[config.mk]
export PLATFORM = sky130hd
export DESIGN_NAME = reg_capture_ctrl
export DESIGN_NICKNAME = d
export VERILOG_FILES = /design/src/rtl/reg_capture_ctrl_pkg.sv /design/src/rtl/reg_capture_ctrl_ps_handshake.sv /design/src/rtl/reg_capture_ctrl.sv
export SDC_FILE = /design/constraint.sdc
export NUM_CORES = 1
export LEC_CHECK = 0
export CAP_MARGIN = 15
export CORE_MARGIN = 2
export CORE_UTILIZATION = 29
export CTS_CLUSTER_DIAMETER = 50
export CTS_CLUSTER_SIZE = 28
export DETAILED_ROUTE_END_ITERATION = 10
export SLEW_MARGIN = 10
export SYNTH_ARGS = -nofsm -noshare
export SYNTH_HDL_FRONTEND = slang
export SYNTH_HIERARCHICAL = 1
export SYNTH_SLANG_ARGS = --single-unit
[constraint.sdc]
create_clock -name cwusb_clk -period 18.1 [get_ports cwusb_clk]
set_input_delay 3.62 -clock cwusb_clk [delete_from_list [all_inputs] [get_ports cwusb_clk]]
set_output_delay 3.62 -clock cwusb_clk [all_outputs]
set_load 0.02 [all_outputs]
[src/rtl/reg_capture_ctrl_pkg.sv]
// -----------------------------------------------------------------------------
// reg_capture_ctrl_pkg
// Shared definitions for the main capture-control register block: the block
// select code, register offsets, arm-FSM state encoding, error bit positions,
// the FIFO empty-marker fill bit and a bytes-per-width helper.
// -----------------------------------------------------------------------------
package reg_capture_ctrl_pkg;

    // reg_address[7:6] value that selects this register window.
    localparam logic [1:0] MAIN_REG_SELECT = 2'b00;

    // Register offsets within the window (reg_address[5:0]).
    localparam logic [5:0] REG_STATUS      = 6'd0;
    localparam logic [5:0] REG_ARM         = 6'd1;
    localparam logic [5:0] REG_CHAN_SEL    = 6'd2;
    localparam logic [5:0] REG_TRIG_ENABLE = 6'd3;
    localparam logic [5:0] REG_TRIG_DELAY  = 6'd4;
    localparam logic [5:0] REG_TRIG_WIDTH  = 6'd5;
    localparam logic [5:0] REG_CAPTURE_LEN = 6'd6;
    localparam logic [5:0] REG_PHASE_SHIFT = 6'd7;
    localparam logic [5:0] REG_FIFO_RD     = 6'd8;
    localparam logic [5:0] REG_ERROR       = 6'd9;

    typedef enum logic [1:0] {
        ST_IDLE      = 2'd0,
        ST_ARMED     = 2'd1,
        ST_CAPTURING = 2'd2,
        ST_DONE      = 2'd3
    } arm_state_e;

    // Sticky error bit positions in the ERROR register.
    localparam int ERR_FIFO_EMPTY = 0;
    localparam int ERR_PS_TIMEOUT = 1;
    localparam int ERR_PS_BUSY    = 2;
    localparam int ERR_CAPTURE    = 3;

    // A read of an empty FIFO latches a word filled with this bit.
    localparam logic FIFO_MARKER_BIT = 1'b1;

    function automatic int num_bytes(input int bits);
        return (bits + 7) / 8;
    endfunction

endpackage

[src/rtl/reg_capture_ctrl_ps_handshake.sv]
// -----------------------------------------------------------------------------
// reg_capture_ctrl_ps_handshake
// Trigger-clock phase-shift handshake supervisor. A request while idle issues
// a one-cycle psen pulse with the latched direction and goes busy; busy ends
// on psdone or after pPS_TIMEOUT busy cycles (timeout error pulse). A request
// while busy is dropped and flagged.
// Ports:
//   clk, rst        clock, asynchronous active-high reset
//   req_i           phase-shift write strobe
//   incdec_i        requested direction
//   psdone_i        phase shift finished
//   psen_o          one-cycle phase-shift enable
//   psincdec_o      direction held for the request
//   busy_o          handshake in progress
//   timeout_err_o   pulse: psdone never arrived
//   busy_err_o      pulse: request arrived while busy
// -----------------------------------------------------------------------------
module reg_capture_ctrl_ps_handshake #(
    parameter int pPS_TIMEOUT = 255
) (
    input  logic clk,
    input  logic rst,
    input  logic req_i,
    input  logic incdec_i,
    input  logic psdone_i,
    output logic psen_o,
    output logic psincdec_o,
    output logic busy_o,
    output logic timeout_err_o,
    output logic busy_err_o
);

    localparam int CW = (pPS_TIMEOUT > 1) ? $clog2(pPS_TIMEOUT + 1) : 1;
    // Count runs 0 .. pPS_TIMEOUT-1 starting in the psen cycle.
    localparam logic [CW-1:0] LAST = CW'(pPS_TIMEOUT - 1);

    logic          psen_q, psen_d;
    logic          psincdec_q, psincdec_d;
    logic          busy_q, busy_d;
    logic [CW-1:0] count_q, count_d;

    always_comb begin
        psen_d        = 1'b0;
        psincdec_d    = psincdec_q;
        busy_d        = busy_q;
        count_d       = count_q;
        timeout_err_o = 1'b0;
        busy_err_o    = 1'b0;
        if (busy_q) begin
            busy_err_o = req_i;
            if (psdone_i) begin
                busy_d = 1'b0;
            end else if (count_q == LAST) begin
                busy_d        = 1'b0;
                timeout_err_o = 1'b1;
            end else begin
                count_d = count_q + 1'b1;
            end
        end else if (req_i) begin
            psen_d     = 1'b1;
            psincdec_d = incdec_i;
            busy_d     = 1'b1;
            count_d    = '0;
        end
    end

    always_ff @(posedge clk or posedge rst) begin
        if (rst) begin
            psen_q     <= 1'b0;
            psincdec_q <= 1'b0;
            busy_q     <= 1'b0;
            count_q    <= '0;
        end else begin
            psen_q     <= psen_d;
            psincdec_q <= psincdec_d;
            busy_q     <= busy_d;
            count_q    <= count_d;
        end
    end

    assign psen_o     = psen_q;
    assign psincdec_o = psincdec_q;
    assign busy_o     = busy_q;

endmodule

[src/rtl/reg_capture_ctrl.sv]
// -----------------------------------------------------------------------------
// reg_capture_ctrl
// Main register window for multi-channel capture control: address decode,
// per-channel trigger delay/width, capture length, arm/capture FSM, byte-wise
// FIFO word reads with an empty marker, phase-shift handshake and sticky W1C
// error flags. All inputs are in the cwusb_clk domain.
// Ports:
//   cwusb_clk, reset_i                     clock, async active-high reset
//   reg_address/bytecnt/read/write/addrvalid, write_data   register bus in
//   read_data (registered), selected (combinational)       register bus out
//   I_fifo_data/I_fifo_empty, O_fifo_read  FWFT FIFO head and pop
//   I_capture_enable_pulse/I_capture_done, O_arm           capture sequencing
//   O_capture_len, O_trigger_enable/delay/width            capture settings
//   O_psen/O_psincdec, I_psdone            phase-shift handshake
// -----------------------------------------------------------------------------
module reg_capture_ctrl
    import reg_capture_ctrl_pkg::*;
#(
    parameter int pBYTECNT_SIZE      = 7,
    parameter int pNUM_CHANNELS      = 4,
    parameter int pDELAY_WIDTH       = 24,
    parameter int pCAPTURE_LEN_WIDTH = 24,
    parameter int pFIFO_WIDTH        = 18,
    parameter int pPS_TIMEOUT        = 255
) (
    input  logic                                  cwusb_clk,
    input  logic                                  reset_i,
    input  logic [7:0]                            reg_address,
    input  logic [pBYTECNT_SIZE-1:0]              reg_bytecnt,
    input  logic                                  reg_read,
    input  logic                                  reg_write,
    input  logic                                  reg_addrvalid,
    input  logic [7:0]                            write_data,
    output logic [7:0]                            read_data,
    output logic                                  selected,
    input  logic [pFIFO_WIDTH-1:0]                I_fifo_data,
    input  logic                                  I_fifo_empty,
    output logic                                  O_fifo_read,
    input  logic                                  I_capture_enable_pulse,
    input  logic                                  I_capture_done,
    output logic                                  O_arm,
    output logic [pCAPTURE_LEN_WIDTH-1:0]         O_capture_len,
    output logic [pNUM_CHANNELS-1:0]              O_trigger_enable,
    output logic [pNUM_CHANNELS*pDELAY_WIDTH-1:0] O_trigger_delay,
    output logic [pNUM_CHANNELS*pDELAY_WIDTH-1:0] O_trigger_width,
    output logic                                  O_psen,
    output logic                                  O_psincdec,
    input  logic                                  I_psdone
);

    localparam int NB  = num_bytes(pFIFO_WIDTH);
    localparam int DB  = num_bytes(pDELAY_WIDTH);
    localparam int CB  = num_bytes(pCAPTURE_LEN_WIDTH);
    localparam int BCW = pBYTECNT_SIZE;

    arm_state_e                   state_q, state_d;
    logic [7:0]                   chan_sel_q, chan_sel_d;
    logic [pNUM_CHANNELS-1:0]     trig_enable_q, trig_enable_d;
    logic [pDELAY_WIDTH-1:0]      delay_q [pNUM_CHANNELS], delay_d [pNUM_CHANNELS];
    logic [pDELAY_WIDTH-1:0]      width_q [pNUM_CHANNELS], width_d [pNUM_CHANNELS];
    logic [pCAPTURE_LEN_WIDTH-1:0] capture_len_q, capture_len_d;
    logic [3:0]                   err_q, err_d;
    logic [NB*8-1:0]              fifo_word_q, fifo_word_d;
    logic                         reg_read_q, reg_read_d;
    logic                         fifo_read_q, fifo_read_d;
    logic [7:0]                   read_data_q, read_data_d;

    logic [5:0]      offset;
    logic            wr_en, rd_en, bc_zero, arm_wr, ps_req;
    logic            ps_busy, ps_timeout_err, ps_busy_err;
    logic [BCW-1:0]  fifo_idx;
    logic            fifo_rise;
    logic [NB*8-1:0] fifo_src;
    logic            chan_valid;
    logic [DB*8-1:0] sel_delay_pad, sel_width_pad, new_delay_pad, new_width_pad;
    logic [CB*8-1:0] cap_pad, new_cap_pad;
    logic [7:0]      rd_byte;
    logic [3:0]      err_set, err_clr;

    assign selected = reg_addrvalid && (reg_address[7:6] == MAIN_REG_SELECT);
    assign offset   = reg_address[5:0];
    assign wr_en    = selected && reg_write;
    assign rd_en    = selected && reg_read;
    assign bc_zero  = (reg_bytecnt == '0);
    assign arm_wr   = wr_en && (offset == REG_ARM) && bc_zero;
    assign ps_req   = wr_en && (offset == REG_PHASE_SHIFT) && bc_zero;

    // ---------------- arm / capture FSM ----------------
    always_comb begin
        state_d = state_q;
        if (arm_wr && write_data[1]) begin
            state_d = ST_IDLE;  // abort overrides arm
        end else begin
            case (state_q)
                ST_IDLE, ST_DONE: if (arm_wr && write_data[0]) state_d = ST_ARMED;
                ST_ARMED:         if (I_capture_enable_pulse)  state_d = ST_CAPTURING;
                ST_CAPTURING:     if (I_capture_done)          state_d = ST_DONE;
                default:          state_d = ST_IDLE;
            endcase
        end
    end

    always_ff @(posedge cwusb_clk or posedge reset_i) begin
        if (reset_i) state_q <= ST_IDLE;
        // NOTE: state elements use non-blocking assignment so every flop
        // samples pre-edge values regardless of statement order.
        else         state_q <= state_d;
    end

    assign O_arm = (state_q == ST_ARMED);

    // ---------------- phase-shift handshake ----------------
    reg_capture_ctrl_ps_handshake #(.pPS_TIMEOUT(pPS_TIMEOUT)) u_ps (
        .clk           (cwusb_clk),
        .rst           (reset_i),
        .req_i         (ps_req),
        .incdec_i      (write_data[0]),
        .psdone_i      (I_psdone),
        .psen_o        (O_psen),
        .psincdec_o    (O_psincdec),
        .busy_o        (ps_busy),
        .timeout_err_o (ps_timeout_err),
        .busy_err_o    (ps_busy_err)
    );

    // ---------------- register file, FIFO read path, read mux ----------------
    always_comb begin
        // NOTE: every combinational variable gets a default first so no path
        // leaves it unassigned, which would otherwise infer a latch.
        chan_sel_d    = chan_sel_q;
        trig_enable_d = trig_enable_q;
        delay_d       = delay_q;
        width_d       = width_q;
        capture_len_d = capture_len_q;
        fifo_word_d   = fifo_word_q;
        reg_read_d    = reg_read;
        chan_valid    = 1'b0;
        sel_delay_pad = '0;
        sel_width_pad = '0;
        cap_pad       = '0;
        rd_byte       = 8'h00;
        err_set       = '0;

        for (int c = 0; c < pNUM_CHANNELS; c++) begin
            if (chan_sel_q == 8'(c)) begin
                chan_valid                      = 1'b1;
                sel_delay_pad[pDELAY_WIDTH-1:0] = delay_q[c];
                sel_width_pad[pDELAY_WIDTH-1:0] = width_q[c];
            end
        end
        cap_pad[pCAPTURE_LEN_WIDTH-1:0] = capture_len_q;

        // Byte-merged versions; bytes past the register width leave it unchanged.
        new_delay_pad = sel_delay_pad;
        new_width_pad = sel_width_pad;
        new_cap_pad   = cap_pad;
        for (int b = 0; b < DB; b++) begin
            if (reg_bytecnt == BCW'(b)) begin
                new_delay_pad[b*8 +: 8] = write_data;
                new_width_pad[b*8 +: 8] = write_data;
            end
        end
        for (int b = 0; b < CB; b++) begin
            if (reg_bytecnt == BCW'(b)) new_cap_pad[b*8 +: 8] = write_data;
        end

        if (wr_en && bc_zero && offset == REG_CHAN_SEL)    chan_sel_d    = write_data;
        if (wr_en && bc_zero && offset == REG_TRIG_ENABLE) trig_enable_d = write_data[pNUM_CHANNELS-1:0];
        if (wr_en && offset == REG_CAPTURE_LEN) capture_len_d = new_cap_pad[pCAPTURE_LEN_WIDTH-1:0];
        for (int c = 0; c < pNUM_CHANNELS; c++) begin
            if (wr_en && chan_sel_q == 8'(c)) begin
                if (offset == REG_TRIG_DELAY) delay_d[c] = new_delay_pad[pDELAY_WIDTH-1:0];
                if (offset == REG_TRIG_WIDTH) width_d[c] = new_width_pad[pDELAY_WIDTH-1:0];
            end
        end

        // FIFO words stream as NB-byte groups; byte 0 of a group fetches a word.
        fifo_idx    = reg_bytecnt % BCW'(NB);
        fifo_rise   = rd_en && !reg_read_q && (offset == REG_FIFO_RD) && (fifo_idx == '0);
        fifo_read_d = fifo_rise && !I_fifo_empty;
        fifo_src    = '0;
        if (fifo_rise) begin
            if (I_fifo_empty) fifo_src[pFIFO_WIDTH-1:0] = {pFIFO_WIDTH{FIFO_MARKER_BIT}};
            else              fifo_src[pFIFO_WIDTH-1:0] = I_fifo_data;
            fifo_word_d = fifo_src;
        end else begin
            fifo_src = fifo_word_q;
        end

        case (offset)
            REG_STATUS:      if (bc_zero) rd_byte = {3'b000, |err_q, I_fifo_empty, ps_busy, state_q};
            REG_CHAN_SEL:    if (bc_zero) rd_byte = chan_sel_q;
            REG_TRIG_ENABLE: if (bc_zero) rd_byte[pNUM_CHANNELS-1:0] = trig_enable_q;
            REG_PHASE_SHIFT: if (bc_zero) rd_byte = {7'd0, O_psincdec};
            REG_ERROR:       if (bc_zero) rd_byte = {4'd0, err_q};
            REG_TRIG_DELAY, REG_TRIG_WIDTH: begin
                for (int b = 0; b < DB; b++) begin
                    if (chan_valid && reg_bytecnt == BCW'(b)) begin
                        rd_byte = (offset == REG_TRIG_DELAY) ? sel_delay_pad[b*8 +: 8]
                                                             : sel_width_pad[b*8 +: 8];
                    end
                end
            end
            REG_CAPTURE_LEN: begin
                for (int b = 0; b < CB; b++) begin
                    if (reg_bytecnt == BCW'(b)) rd_byte = cap_pad[b*8 +: 8];
                end
            end
            REG_FIFO_RD: begin
                for (int b = 0; b < NB; b++) begin
                    if (fifo_idx == BCW'(b)) rd_byte = fifo_src[b*8 +: 8];
                end
            end
            default: rd_byte = 8'h00;  // ARM is write-only; unused offsets read 0
        endcase
        read_data_d = rd_en ? rd_byte : 8'h00;

        // Sticky errors: write-1-to-clear, a same-cycle set takes priority.
        err_set[ERR_FIFO_EMPTY] = fifo_rise && I_fifo_empty;
        err_set[ERR_PS_TIMEOUT] = ps_timeout_err;
        err_set[ERR_PS_BUSY]    = ps_busy_err;
        err_set[ERR_CAPTURE]    = I_capture_enable_pulse && (state_q != ST_ARMED);
        err_clr = (wr_en && bc_zero && offset == REG_ERROR) ? write_data[3:0] : 4'd0;
        err_d   = (err_q & ~err_clr) | err_set;
    end

    always_ff @(posedge cwusb_clk or posedge reset_i) begin
        if (reset_i) begin
            chan_sel_q    <= '0;
            trig_enable_q <= '0;
            // NOTE: the channel arrays are plain flops driving outputs that must
            // be 0 out of reset, so they are reset like any other register.
            delay_q       <= '{default: '0};
            width_q       <= '{default: '0};
            capture_len_q <= '0;
            err_q         <= '0;
            fifo_word_q   <= '0;
            reg_read_q    <= 1'b0;
            fifo_read_q   <= 1'b0;
            read_data_q   <= '0;
        end else begin
            chan_sel_q    <= chan_sel_d;
            trig_enable_q <= trig_enable_d;
            delay_q       <= delay_d;
            width_q       <= width_d;
            capture_len_q <= capture_len_d;
            err_q         <= err_d;
            fifo_word_q   <= fifo_word_d;
            reg_read_q    <= reg_read_d;
            fifo_read_q   <= fifo_read_d;
            read_data_q   <= read_data_d;
        end
    end

    always_comb begin
        O_trigger_delay = '0;
        O_trigger_width = '0;
        for (int c = 0; c < pNUM_CHANNELS; c++) begin
            O_trigger_delay[c*pDELAY_WIDTH +: pDELAY_WIDTH] = delay_q[c];
            O_trigger_width[c*pDELAY_WIDTH +: pDELAY_WIDTH] = width_q[c];
        end
    end

    assign read_data        = read_data_q;
    assign O_fifo_read      = fifo_read_q;
    assign O_capture_len    = capture_len_q;
    assign O_trigger_enable = trig_enable_q;

endmodule

==> impl_metrics.json <==
{
  "worst_hold_path_type": "reg -> reg",
  "yosys.area_share.simple_pct": 14.1,
  "ant_nets": 0,
  "total_leakage_power_nw": 7.34,
  "synth_top_family_by_area": "compound AO/OA/AOI/OAI gates",
  "startpoint": "reg_address[7]",
  "grt_max_degree": 133,
  "synthTopCellsByCount": "273 x dfrtp_1, 265 x nand2_1, 250 x o21ai_0",
  "netlist_instances": 1346,
  "crit_path_end_kind": "output port",
  "drtIter0Drc": 995,
  "viasPerCell": 5.23,
  "busiest_layer": "met2",
  "period_needed_ps": 8720,
  "ys_types": 76,
  "hold_viol": 0,
  "worstPathMaxFanout": 4,
  "yosysMostFrequentCell": "dfrtp_1",
  "yosys-top-cells-area": "dfrtp_1 51%, o21ai_0 9.3%, mux4_2 8.0%, nand2_1 7.4%, mux2_2 3.5%",
  "finalMaxSlewViolations": 0,
  "synthFlopType": "dfrtp_1",
  "cp_num_cells": 3,
  "wl_per_cell_microns": 22.6,
  "area_growth_pct": 35.3,
  "synth_compound_area_share_pct": 17.4,
  "drc": 0,
  "ir_drop_mv": 0.0560,
  "ff2ff_setup_slack_ps": 14220,
  "drive_above_1_share_pct": 12.4,
  "synth_edf_count": 0,
  "grt_pass1_vias": 11943,
  "synth_seq_cells": 273,
  "gp_congestion": 0.929,
  "synth_adder_area_share_pct": 0.648,
  "clkSinkCount": 273,
  "diodes": 0,
  "use_met2_pct": 35.0,
  "cap_violations": 0,
  "cts_root_buffer": "clkbuf_16",
  "floorplan.initialDensity_pct": 29.2,
  "worstHoldStart": "fifo_word_q[4]$_DFFE_PP0N_",
  "num_vias": 11657,
  "fin_skew_ps": 24.6,
  "start_kind": "input port",
  "die_h_microns": 220,
  "grt_pass1_wl_microns": 75900,
  "r2r_cells": 9,
  "fin_crit_sh_pct": 48.1,
  "path_class": "in -> out",
  "ios": 283,
  "antenna_found_initial": 0,
  "post_cts_buffers": 0,
  "syn-num-nets": 1403,
  "p_per_area_nw_per_um2": 82.0,
  "synth-xor-area-share_pct": 0.389,
  "cts.repair.resized": 0,
  "muxShareOfSynthArea_pct": 13.5,
  "port_buffers": 282,
  "arrival_ps": 5100,
  "setup_viol": 0,
  "postCtsHoldBufs": 0,
  "rsz0062_at_grt": "no",
  "cp_slowest_cell": "clkdlybuf4s50_1",
  "htreeDepth": 2,
  "power_mw": 1.50,
  "fmax_mhz": 115,
  "finish.utilization_pct": 39.5,
  "cts_buffers": 37,
  "synth_top_area_share_pct": 50.5,
  "nFillCells": 4569,
  "overflow": 0,
  "ys_warn_count": 6,
  "clk_latency_ps": 550,
  "avgSynthCellArea_sq_um": 10.0,
  "die_area_sq_um": 48300,
  "whs_path_depth": 2,
  "tns_ps": 0,
  "track_usage_pct": 21.0,
  "syn_area_sq_um": 13500,
  "seq_area_sq_um": 6840,
  "die_x_microns": 220,
  "multi_input_area_sq_um": 6240,
  "layout.cells.non_filler": 2230,
  "dpl.hpwl_microns": 34800,
  "max_stage_delay_ps": 680,
  "post-place-ws_ps": 9360,
  "setup_ws_ps": 9380,
  "synthArstFlopShare_pct": 100,
  "clkTransAtPathRegs_ps": 60,
  "status": "finished clean",
  "clk_path_buf_depth": 3,
  "num_rows": 79,
  "cp_common_cell": "clkdlybuf4s50_1",
  "globalRouteMet3Util_pct": 5.18,
  "worstReg2RegStart": "chan_sel_q[0]$_DFFE_PP0P_",
  "cts_tree": "built",
  "worst_slew_pin_slew_ps": 1130,
  "layout.nets": 1651,
  "drt_pass1_iterations": 5,
  "worstPathCellList": "clkdlybuf4s50_1 -> nor3b_1 -> clkdlybuf4s50_1",
  "yosys.area.top_type": "dfrtp_1",
  "cp.required_ps": 14480,
  "slew_headroom_pct": 24.6,
  "core_region_area_sq_um": 46300,
  "dp_cells": 2162,
  "cp.buffers_inverters": 2,
  "path_delay_family": "buffers and inverters",
  "drt-total-wl_microns": 50400,
  "ys_seq_area_share_pct": 50.5,
  "use_met1_pct": 26.9
}
## placed cells by master (no fill, tap or decap), drive strengths merged, types with 8 or more instances in the layout
cell	synthesis	layout
mux2i	26	26
nand2	265	265
o21ai	251	251
and2	12	12
clkinv	0	9
and3	8	8
buf	22	23
mux2	43	43
inv	18	24
dfrtp	273	273
clkbuf	74	44
clkdlybuf4s50	0	282
a21oi	44	44
nand4	12	12
nor3	22	22
nand3	12	12
nor2	61	61
mux4	48	48
a22oi	46	46
## metal layers
layer  part of all wire [%]  vias up  wire, microns
met5                      0        -              0
met4                    2.5        0           1240
met3                    7.6       76           3850
met2                     49      453          24500
met1                     41     5802          20800
li1                       -     5326              -
## worst paths after layout
path                                                   end
setup / recovery                                  selected
hold / removal                  fifo_word_q[4]$_DFFE_PP0N_
setup reg to reg                    read_data[2]$_DFF_PP0_
hold reg to reg                 fifo_word_q[4]$_DFFE_PP0N_
max in group asynchronous  O_trigger_delay[80]$_DFFE_PP0P_
min in group asynchronous      u_ps/psincdec_o$_DFFE_PP0P_
## logic make-up (layout without fill, tap and decap cells)
group | after synthesis | in the layout
AOI/OAI and AO/OA | 399 | 399
DFF | 273 | 273
adders and majority gates | 7 | 7
muxes | 117 | 117
xor gates and xnor gates | 6 | 6
and+or+nand+nor | 430 | 430
buffers and inverters | 114 | 391
## layout make-up
cell class	count	share of cell area [%]
sequential	273	37.4
tap	607	4.15
timing repair buffer	305	16.4
inverter	18	0.411
clock inverter	24	1.88
clock buffer	44	5.66
multi-input combinational	959	34.1
## sequential cells by signal (all words and copies together), names as in the netlist, 2 cells and up
signal and flops:
O_trigger_delay 96, O_trigger_width 96, O_capture_len 24, fifo_word_q 18, chan_sel_q 8, read_data 8, u_ps/count_q 8, O_trigger_enable 4
err_q 4, state_q 2
## where the power goes
group          switching, mW  internal [mW]  total [mW]
logic                 0.0500         0.0249      0.0749
registers           0.000333          0.611       0.611
clock network          0.299          0.515       0.814
## tightest hold or removal path: stages (launching register included)
cell,delay (ps)
dfrtp_1,340
nand2_1,50
nand2_1,50
## stage by stage
step | hold slack [ps] | cell area (sq um)
floorplan | 433 | 13500
global placement | 444 | 16900
detailed placement | 456 | 16900
CTS | 468 | 18300
global route | 496 | 18300
finish | 468 | 18300
No activity file was read; power rests on OpenSTA's default activity.
